--- config.mk ---
export PLATFORM = sky130hd
export DESIGN_NAME = muldiv_seq
export DESIGN_NICKNAME = d
export VERILOG_FILES = /design/src/rtl/muldiv_seq.sv
export SDC_FILE = /design/constraint.sdc
export NUM_CORES = 1
export LEC_CHECK = 0
export BUFFER_PORTS_ARGS = -buffer_cell sky130_fd_sc_hd__buf_2
export CAP_MARGIN = 40
export CORE_MARGIN = 5
export CORE_UTILIZATION = 55
export DETAILED_ROUTE_END_ITERATION = 10
export HOLD_SLACK_MARGIN = 0.05
export PLACE_DENSITY_LB_ADDON = 0.2
export SETUP_SLACK_MARGIN = 0.5
export SYNTH_ARGS = -nofsm -noshare
export SYNTH_HDL_FRONTEND = slang
export SYNTH_SLANG_ARGS = --single-unit
--- constraint.sdc ---
create_clock -name clk -period 9.6 [get_ports clk]
set_input_delay 1.92 -clock clk [delete_from_list [all_inputs] [get_ports clk]]
set_output_delay 1.92 -clock clk [all_outputs]
set_load 0.05 [all_outputs]
--- src/rtl/muldiv_seq.sv ---
// muldiv_seq: sequences HI/LO-class instructions onto the shared unsigned
// multiplier and divider. Signed operands are issued to the units as
// magnitudes, and sign correction and HI/LO accumulation are applied to the
// result on the way back. `stall` holds F/D/E until the result is registered.
//
// Ports
//   clk, reset               clock, synchronous active-high reset
//   flush                    kill the instruction in flight
//   in_valid, op, a, b       instruction in E (op 0..8 legal), rs/rt values
//   hi_in, lo_in             current HI/LO (accumulate ops)
//   advance                  E hands its instruction to M this cycle
//   stall                    hold F/D/E (combinational)
//   res_valid, res_hi/lo     registered result, hi_we/lo_we write enables
//   mul_* / div_*            valid/done handshake to the unsigned units;
//                            div_c = {remainder, quotient}
module muldiv_seq (
  input  logic        clk,
  input  logic        reset,
  input  logic        flush,
  input  logic        in_valid,
  input  logic [3:0]  op,
  input  logic [31:0] a,
  input  logic [31:0] b,
  input  logic [31:0] hi_in,
  input  logic [31:0] lo_in,
  input  logic        advance,
  output logic        stall,
  output logic        res_valid,
  output logic [31:0] res_hi,
  output logic [31:0] res_lo,
  output logic        hi_we,
  output logic        lo_we,
  output logic        mul_valid,
  output logic [31:0] mul_a,
  output logic [31:0] mul_b,
  input  logic        mul_done,
  input  logic [63:0] mul_c,
  output logic        div_valid,
  output logic [31:0] div_a,
  output logic [31:0] div_b,
  input  logic        div_done,
  input  logic [63:0] div_c
);

  localparam logic [1:0] S_IDLE  = 2'd0;
  localparam logic [1:0] S_BUSY  = 2'd1;
  localparam logic [1:0] S_DONE  = 2'd2;
  localparam logic [1:0] S_DRAIN = 2'd3;

  localparam logic [3:0] OP_MULTU = 4'd0;
  localparam logic [3:0] OP_MULT  = 4'd1;
  localparam logic [3:0] OP_DIVU  = 4'd2;
  localparam logic [3:0] OP_DIV   = 4'd3;
  localparam logic [3:0] OP_MUL   = 4'd4;
  localparam logic [3:0] OP_MADD  = 4'd5;
  localparam logic [3:0] OP_MADDU = 4'd6;
  localparam logic [3:0] OP_MSUB  = 4'd7;
  localparam logic [3:0] OP_MSUBU = 4'd8;

  logic [1:0]  state;
  logic [3:0]  op_r;
  logic        sa_r, sb_r;   // operand signs, only ever set for signed ops
  logic        div_r;
  logic [31:0] hi_r, lo_r;

  logic        legal, signed_in, div_in, accept, unit_done;
  logic [31:0] a_opnd, b_opnd;
  logic [63:0] prod, acc, mul_res;
  logic [31:0] quo, rem;

  // NOTE: every signal assigned in always_comb gets a default at the top, so
  // no path can leave one unassigned and infer a latch.
  always_comb begin
    legal     = (op <= OP_MSUBU);
    signed_in = (op == OP_MULT) || (op == OP_DIV) || (op == OP_MUL) ||
                (op == OP_MADD) || (op == OP_MSUB);
    div_in    = (op == OP_DIVU) || (op == OP_DIV);
    accept    = (state == S_IDLE) && in_valid && legal && !flush;
    a_opnd    = (signed_in && a[31]) ? 32'd0 - a : a;
    b_opnd    = (signed_in && b[31]) ? 32'd0 - b : b;
    unit_done = (mul_valid && mul_done) || (div_valid && div_done);

    // Product of magnitudes gets the sign back, then optional accumulation.
    prod = (sa_r ^ sb_r) ? 64'd0 - mul_c : mul_c;
    acc  = {hi_r, lo_r};
    case (op_r)
      OP_MADD, OP_MADDU: mul_res = acc + prod;
      OP_MSUB, OP_MSUBU: mul_res = acc - prod;
      default:           mul_res = prod;
    endcase

    // Truncating signed division: quotient sign from both operands,
    // remainder sign follows the dividend.
    quo = div_c[31:0];
    rem = div_c[63:32];
    if (sa_r ^ sb_r) quo = 32'd0 - quo;
    if (sa_r)        rem = 32'd0 - rem;

    stall = accept || (state == S_BUSY) || ((state == S_DRAIN) && in_valid);
  end

  // NOTE: state is updated with non-blocking assignments only, so every
  // register samples pre-edge values regardless of statement order.
  always_ff @(posedge clk) begin
    if (reset) begin
      state     <= S_IDLE;
      op_r      <= 4'd0;
      sa_r      <= 1'b0;
      sb_r      <= 1'b0;
      div_r     <= 1'b0;
      hi_r      <= 32'd0;
      lo_r      <= 32'd0;
      res_valid <= 1'b0;
      res_hi    <= 32'd0;
      res_lo    <= 32'd0;
      hi_we     <= 1'b0;
      lo_we     <= 1'b0;
      mul_valid <= 1'b0;
      mul_a     <= 32'd0;
      mul_b     <= 32'd0;
      div_valid <= 1'b0;
      div_a     <= 32'd0;
      div_b     <= 32'd0;
    end else begin
      case (state)
        S_IDLE: begin
          if (accept) begin
            op_r  <= op;
            sa_r  <= signed_in && a[31];
            sb_r  <= signed_in && b[31];
            div_r <= div_in;
            hi_r  <= hi_in;
            lo_r  <= lo_in;
            if (div_in && (b == 32'd0)) begin
              // Divide by zero never reaches the divider.
              state     <= S_DONE;
              res_valid <= 1'b1;
              res_hi    <= a;
              res_lo    <= 32'hFFFF_FFFF;
              hi_we     <= 1'b1;
              lo_we     <= 1'b1;
            end else if (div_in) begin
              state     <= S_BUSY;
              div_valid <= 1'b1;
              div_a     <= a_opnd;
              div_b     <= b_opnd;
            end else begin
              state     <= S_BUSY;
              mul_valid <= 1'b1;
              mul_a     <= a_opnd;
              mul_b     <= b_opnd;
            end
          end
        end
        S_BUSY: begin
          if (unit_done) begin
            mul_valid <= 1'b0;
            div_valid <= 1'b0;
            if (flush) begin
              state <= S_IDLE;
            end else begin
              state     <= S_DONE;
              res_valid <= 1'b1;
              res_hi    <= div_r ? rem : mul_res[63:32];
              res_lo    <= div_r ? quo : mul_res[31:0];
              hi_we     <= (op_r != OP_MUL);
              lo_we     <= (op_r != OP_MUL);
            end
          end else if (flush) begin
            // The unit cannot be aborted; let it finish and discard the result.
            state <= S_DRAIN;
          end
        end
        S_DONE: begin
          if (flush || advance) begin
            state     <= S_IDLE;
            res_valid <= 1'b0;
            res_hi    <= 32'd0;
            res_lo    <= 32'd0;
            hi_we     <= 1'b0;
            lo_we     <= 1'b0;
          end
        end
        S_DRAIN: begin
          if (unit_done) begin
            state     <= S_IDLE;
            mul_valid <= 1'b0;
            div_valid <= 1'b0;
          end
        end
      endcase
    end
  end

endmodule

==> metrics.cfg, run 1 <==
[global_route]
antenna_found_initial=11
globalRouteTotalUtil=0.3672
grt_first_pass_wirelength_um=123700
grt_overflow=0
grt_start_max_net_pins=83
grt_pass1_vias=21235

[worst_setup_path]
arrival_ns=9.04
cp-end-kind=flop
critPathSlowestCell=nor2b_1
rrSetupSlack_ns=2.29
path_class=in2reg
reg2regPathDepth=24
cp_num_buf_inv=2
cp.depth=25
worstPathMaxFanout=11
slowest_delay_ns=0.67
worst_ep_required_time_ns=10.06
crit_path_start_kind=input pin
cp_top_family=simple AND/OR/NAND/NOR gates

[detailed_routing]
dr.pass1.iters=6
first_iter_violations=2084
drt_wl_total_um=82330
drc_errors=0
via_per_inst=6.300
ant_nets=0
vias=23437
routedWlPerCell_um=22.13

[timing]
setup_viol=0
rsz0062_at_grt=false
fin_worst_skew_ns=0.01095
fin_crit_sh=0.8945
slew_headroom=0.2931
slew_viol_final=0
tightestPinTransition_ns=1.060
finalSetupTns_ns=0
final.min_clock_period_ns=8.587
hold_viol=0
hold_slack_ns=0.4490
fmax_ghz=0.1165

[logic_synthesis]
netlist_area_mm2=0.02082
synth.distinct_cells=93
synth_top_area_cell=dfxtp_1
synth_nets=3191
seq_area_frac_synth=0.2586
synth_top_cell_area_share=0.2586
ys.flop_type=dfxtp_1
ys_warn_count=0
synth-edff-count=0
synthCells=2850
synth_seq_cells=269
synth-async-reset-ratio=0
synth_area_leaders=dfxtp_1 26%, a21oi_1 7.4%, nand2_1 6.5%
avgSynthCellArea_um2=7.307

[cells_and_area]
synthToLayoutAreaGrowth_pct=17.06
layout_common_cells=465 x buf_2, 358 x nand2_1, 307 x a21oi_1, 299 x nor2_1, 268 x dfxtp_1
fin_cells=3720
layout-drive-gt1-share=0.1914
layout_commonest_cell=buf_2
nNetsFinal=3515
stdcell_area_mm2=0.02438

[place]
dp_hpwl_um=64470
port-buffer-count=464
gp_congestion=1.022
dpl.cell_count=3652
place_area_mm2=0.02331

[floorplanning]
die-area_mm2=0.04185
coreArea_mm2=0.03749
start_util=0.5555
fp-row-count=71
ios=465
die_h_um=204.6
die_w_um=204.6

[power]
p_leak_nw=9.929
power_density_mw_per_mm2=196.3
pwr-share-comb=0.454
sw_frac_of_total=0.4595
peakVddDrop_v=0.0001547
p_int_mw=2.586
p_seq_frac=0.296
p_switching_mw=2.199
clockPowerShare=0.250

[clock_network]
cts_buffers=30
postCtsSetupBuffers=0
clock_latency_ns=0.59
cts_hold_buffers=0
h-tree-depth=1
clock-root-buffer=clkbuf_16
clock_sinks=269
cts_tree=yes
cts_buffer_depth=3
cts.clk_slew.worst_paths_ns=0.07
post_cts_resized=0

[hold_path]
hold_class=reg2reg
hold_path_depth=2

[job]
drv_cap=0

[outcome]
status=finished, final reports clean

routing by layer:
| metal | global-route usage | part of all wire |
|---|---|---|
| met1 | 0.5186 | 0.42 |
| met5 | 0 | 0.00022 |
| met2 | 0.5546 | 0.43 |
| met4 | 0.1436 | 0.046 |
| met3 | 0.06981 | 0.11 |
registers in the layout, summed over array words and instances, names as in the netlist, 2 cells and up:
name,count
div_a,32
div_b,32
hi_r,32
lo_r,32
mul_a,32
mul_b,32
op_r,4
res_hi,32
res_lo,32
state,2
cells in the mapped netlist, drive strengths merged (6+ instances only):
master / n
and3: 17
xor2: 151
or4: 25
nand2: 358
nand3: 45
nor2: 300
a32oi: 6
a221oi: 7
o41ai: 24
a22oi: 6
nor3b: 6
dfxtp: 269
nand4: 42
a41oi: 13
or3: 26
ha: 73
a211o: 10
clkbuf: 167
o21bai: 13
o22ai: 12
mux2i: 19
a2111oi: 6
nor4: 43
o211ai: 10
xnor2: 143
and2: 12
o31ai: 38
nor2b: 22
nor3: 96
inv: 56
a21o: 45
o21ai: 188
or2: 12
nor4b: 6
a31oi: 36
o21a: 8
nand2b: 21
a211oi: 113
and4: 8
a21oi: 307
buf: 30
a311oi: 13
cell type report:
| type | instances | area (um2) |
|---|---|---|
| sequential | 269 | 5389 |
| clock inverter | 15 | 181.4 |
| fill | 3427 | 13110 |
| tap | 511 | 639.4 |
| inverter | 56 | 210.2 |
| antenna | 12 | 30.03 |
| clock buffer | 40 | 848.3 |
| timing repair buffer | 489 | 2549 |
| multi-input combinational | 2328 | 14530 |
kinds of logic (layout without fill, tap and decap cells):
logic type | after synthesis | count (layout) | synth area share
xor gates and xnor gates | 294 | 294 | 0.1247
and+or+nand+nor | 1049 | 1049 | 0.2439
buffers and inverters | 253 | 600 | 0.04729
adders and majority gates | 74 | 74 | 0.04482
muxes | 21 | 21 | 0.01021
other | 0 | 12 | 0
DFF | 269 | 269 | 0.2586
AOI/OAI and AO/OA | 890 | 890 | 0.2704
tightest hold or removal path, stage by stage, from the launching register on:
cell and delay (ns):
dfxtp_1 0.32, nand2_1 0.04, o21ai_0 0.05
through the flow:
| stage | power (mW) | utilization | setup WS, ns |
|---|---|---|---|
| floorplan | 2.914 | - | 2.262 |
| global placement | 3.523 | 0.6199 | 0.8993 |
| detailed placement | 3.550 | 0.6219 | 0.6307 |
| CTS | 4.749 | 0.6493 | 1.224 |
| global route | 4.992 | 0.6501 | 0.5315 |
| finish | 4.785 | 0.6503 | 1.013 |
power groups by stage:
stage	Combinational, mW	Clock, mW	Sequential [mW]
global route	2.31	1.26	1.43
CTS	2.13	1.21	1.41
floorplan	1.06	0	1.85
global placement	2.09	0	1.43
detailed placement	2.12	0	1.43
finish	2.17	1.20	1.41
worst paths after layout:
kind	from	endpoint
max	mul_c[0]	res_hi[28]$_SDFFE_PP0P_
min	mul_b[6]$_SDFFE_PP0P_	mul_b[6]$_SDFFE_PP0P_
max reg2reg	sa_r$_SDFFE_PP0P_	res_hi[28]$_SDFFE_PP0P_
min reg2reg	mul_b[6]$_SDFFE_PP0P_	mul_b[6]$_SDFFE_PP0P_
(Power assumes the default switching activity.)
==> run 2, diff against run 1 <==
CTS_CLUSTER_DIAMETER = 120   (was not set)
clock period = 10.3 ns   (was 9.6 ns; I/O delays follow)
==> run 2 against run 1 <==
Global-route usage about the same. Non-clock buffer count decreased by 2. Highest routed layer unchanged. Flip-flop and latch count unchanged. Largest power group unchanged.
==> metrics.cfg, run 2 (synthesized netlist as in run 1, its figures left out) <==
[cells_and_area]
stdcell_area_mm2=0.02431
nNetsFinal=3512
synthToLayoutAreaGrowth_pct=16.75
fin_cells=3709
layout_common_cells=465 x buf_2, 358 x nand2_1, 307 x a21oi_1, 299 x nor2_1, 268 x dfxtp_1
layout-drive-gt1-share=0.1897
layout_commonest_cell=buf_2
fin_util=0.6485

[detailed_routing]
dr.pass1.iters=5
ant_nets=0
routedWlPerCell_um=22.03
vias=23270
drc_errors=0
via_per_inst=6.274
first_iter_violations=2305
drt_wl_total_um=81700

[clock_network]
cts_tree=yes
clock_sinks=269
cts_buffer_depth=3
h-tree-depth=1
clock_latency_ns=0.60
clock-root-buffer=clkbuf_16
post_cts_resized=0
cts_buffers=29
cts_hold_buffers=0
postCtsSetupBuffers=0
cts.clk_slew.worst_paths_ns=0.07

[worst_setup_path]
arrival_ns=8.97
cp-end-kind=flop
regToRegStartpoint=sa_r$_SDFFE_PP0P_
critPathSlowestCell=nor2b_1
startpoint=mul_c[0]
rrSetupSlack_ns=3.18
worst_ep_required_time_ns=10.74
slowest_delay_ns=0.68
path_class=in2reg
reg2regPathDepth=24
cp_top_family=simple AND/OR/NAND/NOR gates
cp_num_buf_inv=2
crit_path_start_kind=input pin
worstPathMaxFanout=11
regToRegEndpoint=res_hi[28]$_SDFFE_PP0P_

[floorplanning]
die-area_mm2=0.04185
start_util=0.5555
die_w_um=204.6
die_h_um=204.6
coreArea_mm2=0.03749
ios=465
fp-row-count=71

[hold_path]
hold_end=mul_b[29]$_SDFFE_PP0P_
hold_class=reg2reg
hold_path_depth=2
min_from=mul_b[29]$_SDFFE_PP0P_

[timing]
final.min_clock_period_ns=8.532
hold_slack_ns=0.4501
finalSetupTns_ns=0
setup_viol=0
tightestPinTransition_ns=1.022
slew_viol_final=0
fin_crit_sh=0.8283
hold_viol=0
fmax_ghz=0.1172
fin_worst_skew_ns=0.02112
slew_headroom=0.3187
rsz0062_at_grt=false

[place]
place_area_mm2=0.02328
dpl.cell_count=3650
gp_congestion=1.018
port-buffer-count=464
dp_hpwl_um=64060

[global_route]
grt_overflow=0
grt_first_pass_wirelength_um=123400
grt_start_max_net_pins=83
grt_pass1_vias=21028
globalRouteTotalUtil=0.3677
antenna_found_initial=13

[power]
p_leak_nw=9.915
power_density_mw_per_mm2=183.2
peakVddDrop_v=0.0001543

[job]
drv_cap=0

[outcome]
status=finished, final reports clean

## run 2: through the flow
step | worst slack [ns] | total power, mW
2_1_floorplan | 2.822 | 2.716
3_3_place_gp | 1.528 | 3.285
3_5_place_dp | 1.271 | 3.306
4_1_cts | 1.900 | 4.425
5_1_grt | 0.8225 | 4.649
6_report | 1.768 | 4.453
## run 2: area by class of cell
type                       count  area [um2]
sequential                   269        5389
clock inverter                 9       160.2
antenna                        9       22.52
multi-input combinational   2328       14530
inverter                      56       210.2
tap                          511       639.4
clock buffer                  40       847.1
timing repair buffer         487        2514
fill                        3426       13180
## run 2: routing by layer
layer | routed length [um] | global-route usage | part of all wire
met1 | 34940 | 0.5236 | 0.43
met2 | 34810 | 0.5519 | 0.43
met3 | 8277 | 0.06934 | 0.10
met4 | 3578 | 0.1407 | 0.044
met5 | 99 | 0 | 0.0012
## run 2: worst max-delay path by stage
stage,to,slack [ns],depth (start not counted)
after floorplan,res_hi[28]$_SDFFE_PP0P_,2.82,26
after global placement,res_hi[28]$_SDFFE_PP0P_,1.53,25
after detailed placement,res_hi[28]$_SDFFE_PP0P_,1.27,25
after CTS,res_hi[28]$_SDFFE_PP0P_,1.90,25
after global routing,res_hi[30]$_SDFFE_PP0P_,0.82,25
final,res_hi[28]$_SDFFE_PP0P_,1.77,25
## run 2: tightest hold or removal path: cells and delay by family, from the launching register on
kind	cells	cell delay (ns)
simple gates	1	0.04
compound gates	1	0.05
flops	1	0.32
## run 2: where the power goes
group	internal (mW)	switching, mW	total, mW
Sequential	1.19	0.123	1.32
Combinational	0.561	1.46	2.02
Clock	0.670	0.448	1.12
